$ cat config.mk
export PLATFORM = sky130hd
export DESIGN_NAME = uart_tx_frame
export DESIGN_NICKNAME = d
export VERILOG_FILES = /design/src/rtl/uart_tx_frame.sv
export SDC_FILE = /design/constraint.sdc
export NUM_CORES = 1
export LEC_CHECK = 0
export BUFFER_PORTS_ARGS = -buffer_cell sky130_fd_sc_hd__buf_4
export CAP_MARGIN = 20
export CORE_ASPECT_RATIO = 2
export CORE_MARGIN = 2
export CORE_UTILIZATION = 55
export DETAILED_ROUTE_END_ITERATION = 8
export PLACE_DENSITY_LB_ADDON = 0.2
export SLEW_MARGIN = 20
export SYNTH_ARGS = -nofsm -noshare
export SYNTH_HDL_FRONTEND = slang
export SYNTH_SLANG_ARGS = --single-unit
$ cat constraint.sdc
create_clock -name src_clk -period 2.23 [get_ports src_clk]
set_input_delay 0.1115 -clock src_clk [delete_from_list [all_inputs] [get_ports src_clk]]
set_output_delay 0.1115 -clock src_clk [all_outputs]
set_load 0.01 [all_outputs]
$ cat src/rtl/uart_tx_frame.sv
// UART transmitter: serialises one byte per synchronised button press at a
// lockable, switch-selected baud rate (8 data bits, optional parity, 1/2 stops).
//
// state     | meaning
// ----------+---------------------------------------------
// ST_IDLE   | line idle high, waiting for a start
// ST_START  | start bit (low) for one bit period
// ST_DATA   | data bits, LSB first, idx_q selects the bit
// ST_PARITY | parity bit (only reachable when PARITY_EN=1)
// ST_STOP   | stop bit(s) high; done on the final cycle
module uart_tx_frame #(
    parameter int CLK_FREQ   = 100000000,
    parameter int PARITY_EN  = 0,
    parameter int PARITY_ODD = 0,
    parameter int STOP_BITS  = 1
) (
    input  logic       src_clk,
    input  logic       rst_n,
    input  logic [1:0] baud_sel,
    input  logic       baud_lock,
    input  logic [7:0] tx_data,
    input  logic       send_item,
    output logic       tx,
    output logic       busy,
    output logic       done
);

    localparam int DIV_MAX = CLK_FREQ / 9600;
    // Sized for the longest single period: two stop bits at the slowest rate.
    localparam int CW = $clog2(2 * DIV_MAX + 1);

    localparam logic [CW-1:0] DIV_9600   = CW'(CLK_FREQ / 9600);
    localparam logic [CW-1:0] DIV_57600  = CW'(CLK_FREQ / 57600);
    localparam logic [CW-1:0] DIV_115200 = CW'(CLK_FREQ / 115200);
    localparam logic [CW-1:0] DIV_230400 = CW'(CLK_FREQ / 230400);

    localparam logic [2:0] ST_IDLE   = 3'd0;
    localparam logic [2:0] ST_START  = 3'd1;
    localparam logic [2:0] ST_DATA   = 3'd2;
    localparam logic [2:0] ST_PARITY = 3'd3;
    localparam logic [2:0] ST_STOP   = 3'd4;

    logic [2:0]    state_q, state_d;
    logic [1:0]    baud_q, baud_d;
    logic          sync1_q, sync2_q, edge_q;
    logic [CW-1:0] cnt_q, cnt_d;
    logic [CW-1:0] div_q, div_d;
    logic [2:0]    idx_q, idx_d;
    logic [7:0]    data_q, data_d;
    logic          par_q, par_d;
    logic          tx_q, tx_d;
    logic [CW-1:0] div_sel;
    logic [CW-1:0] stop_len;
    logic          start;

    always_ff @(posedge src_clk or negedge rst_n) begin
        if (!rst_n) begin
            state_q <= ST_IDLE;
            baud_q  <= 2'b01;
            sync1_q <= 1'b0;
            sync2_q <= 1'b0;
            edge_q  <= 1'b0;
            cnt_q   <= '0;
            div_q   <= '0;
            idx_q   <= '0;
            data_q  <= '0;
            par_q   <= 1'b0;
            tx_q    <= 1'b1;
        end else begin
            state_q <= state_d;
            baud_q  <= baud_d;
            sync1_q <= send_item;
            sync2_q <= sync1_q;
            edge_q  <= sync2_q;
            cnt_q   <= cnt_d;
            div_q   <= div_d;
            idx_q   <= idx_d;
            data_q  <= data_d;
            par_q   <= par_d;
            tx_q    <= tx_d;
        end
    end

    always_comb begin
        case (baud_q)
            2'b00:   div_sel = DIV_9600;
            2'b01:   div_sel = DIV_57600;
            2'b10:   div_sel = DIV_115200;
            default: div_sel = DIV_230400;
        endcase
    end

    // div_q never uses its top bit, so doubling cannot overflow.
    assign stop_len = (STOP_BITS == 2) ? {div_q[CW-2:0], 1'b0} : div_q;
    assign start    = sync2_q & ~edge_q;

    always_comb begin
        state_d = state_q;
        baud_d  = baud_q;
        cnt_d   = cnt_q;
        div_d   = div_q;
        idx_d   = idx_q;
        data_d  = data_q;
        par_d   = par_q;
        tx_d    = tx_q;

        if (state_q == ST_IDLE && !baud_lock) begin
            baud_d = baud_sel;
        end

        case (state_q)
            ST_IDLE: begin
                tx_d = 1'b1;
                if (start) begin
                    state_d = ST_START;
                    div_d   = div_sel;
                    cnt_d   = div_sel - CW'(1);
                    data_d  = tx_data;
                    par_d   = (^tx_data) ^ (PARITY_ODD != 0);
                    tx_d    = 1'b0;
                end
            end
            ST_START: begin
                if (cnt_q == '0) begin
                    state_d = ST_DATA;
                    idx_d   = 3'd0;
                    cnt_d   = div_q - CW'(1);
                    tx_d    = data_q[0];
                end else begin
                    cnt_d = cnt_q - CW'(1);
                end
            end
            ST_DATA: begin
                if (cnt_q != '0) begin
                    cnt_d = cnt_q - CW'(1);
                end else if (idx_q != 3'd7) begin
                    idx_d = idx_q + 3'd1;
                    cnt_d = div_q - CW'(1);
                    tx_d  = data_q[idx_q + 3'd1];
                end else if (PARITY_EN != 0) begin
                    state_d = ST_PARITY;
                    cnt_d   = div_q - CW'(1);
                    tx_d    = par_q;
                end else begin
                    state_d = ST_STOP;
                    cnt_d   = stop_len - CW'(1);
                    tx_d    = 1'b1;
                end
            end
            ST_PARITY: begin
                if (cnt_q == '0) begin
                    state_d = ST_STOP;
                    cnt_d   = stop_len - CW'(1);
                    tx_d    = 1'b1;
                end else begin
                    cnt_d = cnt_q - CW'(1);
                end
            end
            ST_STOP: begin
                tx_d = 1'b1;
                if (cnt_q == '0) begin
                    state_d = ST_IDLE;
                end else begin
                    cnt_d = cnt_q - CW'(1);
                end
            end
            default: begin
                state_d = ST_IDLE;
                tx_d    = 1'b1;
            end
        endcase
    end

    assign tx   = tx_q;
    assign busy = (state_q != ST_IDLE);
    assign done = (state_q == ST_STOP) && (cnt_q == '0);

endmodule

# Yosys cells after proc, flatten, opt, wreduce, memory -nomap -nowiden
# Index checks and enable logic that the tools add are counted.
# word_totals
output_inout_bits	3
word_cells	72
register_bits	50
# op_classes
n_mux	24
magnitude_cmp	1
n_eq_ne	15
reduce_logical	16
bitwise	2
add_sub_neg	4
# ops
op	n
2-to-1 mux 15 bit	4
case mux 15 bit (4 select lines)	1
subtractor 15 x 1 -> 15 bit (second input constant)	3
case mux 14 bit (3 select lines)	1
2-to-1 mux 3 bit	8
inequality test 2 bit (second input constant)	8
logical NOT 15 bit	1
case mux 3 bit (5 select lines)	1
nonzero test 15 bit	1
== test 3 x 2 -> 1 bit (second input constant)	2
2-to-1 mux 1 bit	6
case mux 3 bit (2 select lines)	1
AND reduction 3 bit	2
AND reduction 6 bit	1
less-than comparator 3 x 4 -> 1 bit (second input constant)	1
case mux 1 bit (4 select lines)	1
AND reduction 4 bit	1
nonzero test 4 bit	1
adder 3 x 1 -> 3 bit (second input constant)	1
binary-select mux 1 bit (select 3 bit)	1
== test 3 x 1 -> 1 bit (second input constant)	1
== test 3 bit (second input constant)	1
logical NOT 3 bit	1
inequality test 3 bit (second input constant)	1
other kinds (11)	12

# Longest topological paths before layout
# Gate-level depths: netlist of the first run.
# depth
depth_word	6
ltp_mapped	10
ltp_nobuf	8

# Least setup slack after synthesis of the first run
# OpenSTA, ideal clock, no wires.
# synth_timing
path_type	flip-flop to flip-flop
start	reg cnt_q[0]
end	reg cnt_q[6]
setup_time_ps	104
slack_ps	-3
path_buffers	1
stages_incl_launch_ff	10
t_arrival_ps	2129
cell_sequence	dfrtp_1 > clkbuf_1 > inv_1 > ha_1 > or3b_4 > or3_4 > xnor2_1 > nand2_1 > a31o_1 > a221oi_1
# synth_via
elab_chain_cells	3
# synth_lines
item	line_no	text
from (decl)	46	logic [CW-1:0] cnt_q, cnt_d;
from (signal assigned)	75	cnt_q <= cnt_d;
subtractor 15 x 1 -> 15 bit (tied with other cells)	-	
2-to-1 mux 15 bit (tied with other cells)	161	if (cnt_q == '0) begin
case mux 15 bit (4 select lines) or AND reduction 3 bit (tied branches)	-	
# Parallel ways exist; a longest one is shown, timed or not. The select of a mux whose other input is x is not followed.
# A chain may end at the register's enable or synchronous reset.

# Worst setup path in the final report of the first run
# layout_timing
start	reg cnt_q[1]
end	reg cnt_q[6]
# Same word-level chain as after synthesis.

==> metrics.txt, run 1 <==
top cell type's share of synthesized area 0.3632; Lkg Pwr about 1.5 nW; total congestion overflow 0; r2r endpoint cnt_q[6]$_DFFE_PN0P_; fin cells approximately 430; share of layout cells above drive strength 1 0.2686; Sum Neg Setup Slack 0 ns; relative slew slack 0.4463; Core Util, Final 0.6867; Synth async-reset ratio 1.000; Final Hold Violating Endpoints 0; Detail Route Antenna Nets 0; Crit Path Class reg -> reg; largest net degree at the start of global routing 45; wire length per cell roughly 19 microns; syn nets 353; RSZ-0062 raised after global routing true; I/O Pins 17; minimum clock period after layout 2.170 ns; Commonest cells post-synth nand2_1 (45), dfrtp_1 (42), o21ai_0 (28), nor2_1 (26), a21oi_1 (24); drt first pass iters 4; Placement Cell Area ~3300 sq um; WP data arrival between 2 and 2.5 ns; slowest stage delay, CP slightly above 0.4 ns; H-Tree Depth 2; clock-pin transition on the worst setup and hold timing paths about 0.09 ns; DIE AREA ~5900 sq um; most frequent cell after synthesis nand2_1; critical path's slowest cell dfrtp_1; Netlist Area Pre-Place between 2000 and 3000 sq um; Reg2Reg Depth 8; final design area excluding fillers 3497 sq um; final RePlAce weighted congestion 1.008; number of global-route vias before repair between 2k and 3k; Total GRT Usage 0.2982; first-pass GRT wire length around 13,000 microns; clk buf depth 2; placed instance count approximately 420; sink count of the clock tree 44; Ys Warns 0; Num CTS Buffers 5; Synth area leaders dfrtp_1 (36%), nand2_1 (5.8%), ha_1 (5.6%), o21ai_0 (4.8%), mux2_2 (4.3%); Worst Path Buf+Inv 1; Mapped Cells 326; Max rail drop VDD ~0.94 mV; pre-CTS WS between 0.02 and 0.025 ns; CTS Root Cell clkbuf_8; chip height between 100 and 150 microns; max-slew violations 0; DRC viols 0; routed via count 2,707; count of final setup violators 0; worst-path cell chain inv_2 > ha_4 > or3b_4 > or3_4 > xnor2_2 > nand2_1 > a31o_1 > a221oi_2; Final WS setup about 0.060 ns; Syn-to-layout area delta 20.84%; worst-margin pin slew a little over 0.8 ns; initial antenna violation count 0; status completed; Tcrit/Tclk final 0.9731; Clock Latency Late Sink 0.31 ns; cell family with most CP delay simple AND/OR/NAND/NOR gates; R2R setup slack around 0.06 ns; Avg Cell Area, Syn 8.877 sq um; final net count 402; Detailed Route WL 8408 microns; Post-synth EDFFs 0; Crit. Startpoint cnt_q[1]$_DFFE_PN0P_; pwr dens 1246 nW/um^2; Yosys top cell by area dfrtp_1; dominant synthesized flop cell dfrtp_1; crit path max fanout 3; # Max-Cap Violations 0; WP depth 8; CP Launch Type register; CTS tree built; Initial Util 0.5683; Worst Skew about 0.0092 ns; part of the Yosys area used for sequential elements 0.3813; hpwl dp 6406 microns; Hold WC Path Type in -> reg; post-synthesis sequential element count 44; Critical Path End Type register; Achievable Freq ~460 MHz; initial drt markers 130; num rows 37; Reg2Reg Launch Point cnt_q[1]$_DFFE_PN0P_; chip width approximately 55 microns; Cell variety after synth 63; Critical Path RT between 2 and 2.5 ns; core area approximately 5100 sq um; I/O Buffers 16; Setup crit end cnt_q[6]$_DFFE_PN0P_; n_diodes 0; detailed-route vias per instance slightly above 6
power by group:
group / switching [mW] / internal (mW)
logic: 1.21 / 1.06
clock network: 0.305 / 0.338
registers: 0.325 / 1.12
total: 1.84 / 2.52
metrics by stage:
stage               power, mW  hold slack, ns
floorplan               2.732         -0.1841
global placement        3.464          0.1407
detailed placement      3.525          0.1469
CTS                     4.193         0.01919
global route            4.640         0.01747
finish                  4.359         0.01605
logic make-up (layout without fill, tap and decap cells):
| family | count (synthesis) | after routing | synth area share |
|---|---|---|---|
| AND/OR/NAND/NOR | 123 | 123 | 0.2183 |
| XOR/XNOR | 12 | 12 | 0.03632 |
| AO/OA/AOI/OAI | 89 | 89 | 0.1933 |
| adder cells (fa/ha/maj) | 13 | 13 | 0.05621 |
| buffers and inverters | 30 | 80 | 0.04928 |
| multiplexers | 15 | 15 | 0.06528 |
| flip-flops | 44 | 44 | 0.3813 |
layout by cell type (no fill, tap or decap), types with 5 or more instances in the layout:
master	instances
mux2_2	11
nand2_1	45
o21ai_0	27
nor3_1	9
buf_4	55
nand3_1	10
xor2_1	5
inv_1	12
nor2b_1	6
a21oi_1	24
ha_1	12
xnor2_1	6
dfrtp_1	42
nor2_1	26
o211ai_1	6
clkbuf_8	5
registers in the layout, indices dropped and copies added (netlist names):
register,flops
idx_q,3
sync1_q,1
sync2_q,1
edge_q,1
cnt_q,15
state_q,3
tx,1
div_q,9
data_q,8
baud_q,2
worst min path at each step:
stage / slack [ns] / startpoint / to / depth (start not counted)
floorplan: -0.18 / rst_n / baud_q[1]$_DFFE_PN0P_ / 0
global placement: 0.14 / rst_n / cnt_q[8]$_DFFE_PN0P_ / 1
detailed placement: 0.15 / rst_n / cnt_q[6]$_DFFE_PN0P_ / 1
CTS: 0.02 / baud_sel[0] / baud_q[0]$_DFFE_PN1P_ / 3
global route: 0.02 / tx_data[1] / data_q[1]$_DFFE_PN0P_ / 2
finish: 0.02 / baud_sel[0] / baud_q[0]$_DFFE_PN1P_ / 3
worst reg2reg max path: stages (launching register included):
cell,delay (ns)
dfrtp_1,0.41
inv_2,0.10
ha_4,0.14
or3b_4,0.41
or3_4,0.37
xnor2_2,0.16
nand2_1,0.07
a31o_1,0.23
a221oi_2,0.21
routing by layer:
| metal | share of wire | vias up | global-route usage |
|---|---|---|---|
| met2 | 0.54 | 112 | 0.5391 |
| met4 | 0.080 | 0 | 0.2230 |
| met1 | 0.34 | 1278 | 0.2994 |
| li1 | - | 1267 | - |
| met3 | 0.041 | 50 | 0.04463 |
| met5 | 0 | - | 0 |
timing repair:
| item | CTS | global route |
|---|---|---|
| gates cloned | 0 | 0 |
| hold endpoints to repair | 43 | 0 |
| hold buffers | 2 | 0 |
| setup endpoints to repair | 1 | 10 |
| pin swaps | 0 | 1 |
| resized for setup | 1 | 13 |
| setup buffers | 0 | 2 |
cell type report:
cell class | count | area (sq um)
flip-flops and latches | 44 | 1104
clock inverters | 3 | 46.29
multi-input cells | 252 | 1700
clock buffers | 5 | 68.82
repair buffers | 58 | 452.9
fillers | 426 | 1595
inverters | 14 | 52.55
well taps | 58 | 72.57
Note: power is estimated with default switching activity, not from simulation.
==> inputs of run 2 (changes only) <==
==> constraint.sdc (replaced) <==
create_clock -name src_clk -period 2.23 [get_ports src_clk]
set_input_delay 0.223 -clock src_clk [delete_from_list [all_inputs] [get_ports src_clk]]
set_output_delay 0.223 -clock src_clk [all_outputs]
set_load 0.01 [all_outputs]
==> run 2 against run 1 <==
  * Cell count is 0.69% higher
  * Combinational power is 2% lower
  * Sequential share of layout area is 0.22 points lower
  * Cell area is 0.72% higher
==> metrics.txt, run 2 (same netlist as run 1, synthesis figures left out) <==
most frequent cells in the layout buf_4 (58), nand2_1 (45), dfrtp_1 (42); final RePlAce weighted congestion around 1.0; critical path's slowest cell or3b_4; routed via count 2,726; hpwl dp 6406 microns; Clock Latency Late Sink 0.31 ns; worst-path cell chain inv_2 > ha_4 > or3b_4 > or3_4 > xnor2_2 > nand2_1 > a31o_1 > a221oi_2; chip height between 100 and 150 microns; Critical Path End Type register; largest net degree at the start of global routing 45; Reg2Reg Depth 8; Fillers around 420; # Max-Cap Violations 0; count of final setup violators 0; R2R setup slack 0.07 ns; worst-margin pin slew between 0.8 and 0.9 ns; total congestion overflow 0; Worst Path Buf+Inv 1; RSZ-0062 raised after global routing true; Initial Util 0.5683; Worst Skew just under 0.01 ns; DIE AREA a little under 6000 sq um; DRC viols 0; largest register by flop count cnt_q; Hold WC Path Type in -> reg; first-pass GRT wire length 13,140 microns; wire length per cell around 19 microns; Sum Neg Setup Slack 0 ns; pre-CTS WS around 0.021 ns; commonest non-fill, non-tap cell in the layout buf_4; slowest stage delay, CP around 0.4 ns; Final Hold Violating Endpoints 0; Crit Path Class reg -> reg; clock-pin transition on the worst setup and hold timing paths approximately 0.09 ns; Detailed Route WL 8397 microns; max reg flops 15; HP Start baud_sel[0]; Achievable Freq ~460 MHz; CTS tree built; clk buf depth 2; Tcrit/Tclk final 0.9667; chip width between 50 and 60 microns; CTS Root Cell clkbuf_8; pwr dens 1228 nW/um^2; status completed; drt first pass iters 4; sink count of the clock tree 44; detailed-route vias per instance ~6.2; relative slew slack 0.4512; max-slew violations 0; hold depth 3; I/O Buffers 16; core area ~5100 sq um; minimum clock period after layout between 2 and 2.5 ns; n_diodes 0; H-Tree Depth 2; initial antenna violation count 0; Lkg Pwr 1.543 nW; Syn-to-layout area delta 21.70%; hold endpoint baud_q[0]$_DFFE_PN1P_; initial drt markers ~150; Regs by FF count cnt_q (15), div_q (9), data_q (8); CP Launch Type register; Max rail drop VDD 0.9411 mV; WP data arrival approximately 2.4 ns; crit path max fanout 3; number of global-route vias before repair 2,711; share of layout cells above drive strength 1 0.2718; Core Util, Final 0.6916; Num CTS Buffers 5; r2r endpoint cnt_q[6]$_DFFE_PN0P_; Detail Route Antenna Nets 0; final net count between 400 and 500; cell family with most CP delay simple AND/OR/NAND/NOR gates; Total GRT Usage 0.2957; num rows 37; Reg2Reg Launch Point cnt_q[0]$_DFFE_PN0P_; Final WS setup between 0.07 and 0.08 ns; I/O Pins 17; Critical Path RT roughly 2.5 ns
[run 2: cell count changes in the layout (fill, tap and decap cells not counted), sizes merged]
| cell | change |
|---|---|
| buf | +3 |
[run 2: layer usage]
| layer | track usage | routed length, microns | up-vias | share of wire |
|---|---|---|---|---|
| met3 | 0.04343 | 341 | 54 | 0.041 |
| met1 | 0.2938 | 2905 | 1283 | 0.35 |
| met2 | 0.5323 | 4440 | 115 | 0.53 |
| met5 | 0 | 0 | - | 0 |
| met4 | 0.2334 | 710 | 0 | 0.085 |
| li1 | - | - | 1274 | - |
[run 2: layout make-up]
class	instances	area (sq um)	share of cell area
clock buffer	5	68.82	0.01954
clock inverter	3	46.29	0.01314
inverter	14	52.55	0.01492
multi-input combinational	252	1703	0.4835
sequential	44	1104	0.3133
tap	58	72.57	0.02060
timing repair buffer	61	475.5	0.1350
[run 2: what timing repair did]
| action | 4_1_cts | 5_1_grt |
|---|---|---|
| hold endpoints to repair | 42 | 1 |
| hold buffers | 1 | 1 |
| pin swaps | 0 | 3 |
| endpoints found under the setup margin | 2 | 5 |
| resized for setup | 2 | 11 |
| setup buffers | 0 | 5 |
[run 2: through the flow]
step / power (mW) / instance area (sq um) / hold WS, ns / instances
global route: 4.601 / 3522 / 0.1290 / 437
detailed placement: 3.525 / 3294 / 0.2584 / 422
finish: 4.324 / 3522 / 0.1257 / 437
floorplan: 2.732 / 2895 / -0.07259 / 326
global placement: 3.464 / 3294 / 0.2522 / 422
CTS: 4.198 / 3433 / 0.008452 / 431
[run 2: worst max-delay path by stage]
stage	startpoint	endpoint	slack, ns	cells past startpoint
CTS	cnt_q[1]$_DFFE_PN0P_	cnt_q[6]$_DFFE_PN0P_	0.02	8
global placement	cnt_q[1]$_DFFE_PN0P_	cnt_q[6]$_DFFE_PN0P_	0.08	8
finish	cnt_q[0]$_DFFE_PN0P_	cnt_q[6]$_DFFE_PN0P_	0.07	8
detailed placement	cnt_q[1]$_DFFE_PN0P_	cnt_q[6]$_DFFE_PN0P_	0.02	8
global route	cnt_q[1]$_DFFE_PN0P_	cnt_q[6]$_DFFE_PN0P_	-0.04	8
floorplan	cnt_q[0]$_DFFE_PN0P_	cnt_q[6]$_DFFE_PN0P_	0.02	9
[run 2: worst min-delay path, cell delays in order]
cell     delay [ns]
buf_4          0.07
nand2_1        0.03
o21ai_0        0.07
[run 2: where the power goes]
part	internal, mW	switching [mW]
clock	0.338	0.309
combinational	1.02	1.20
sequential	1.12	0.329
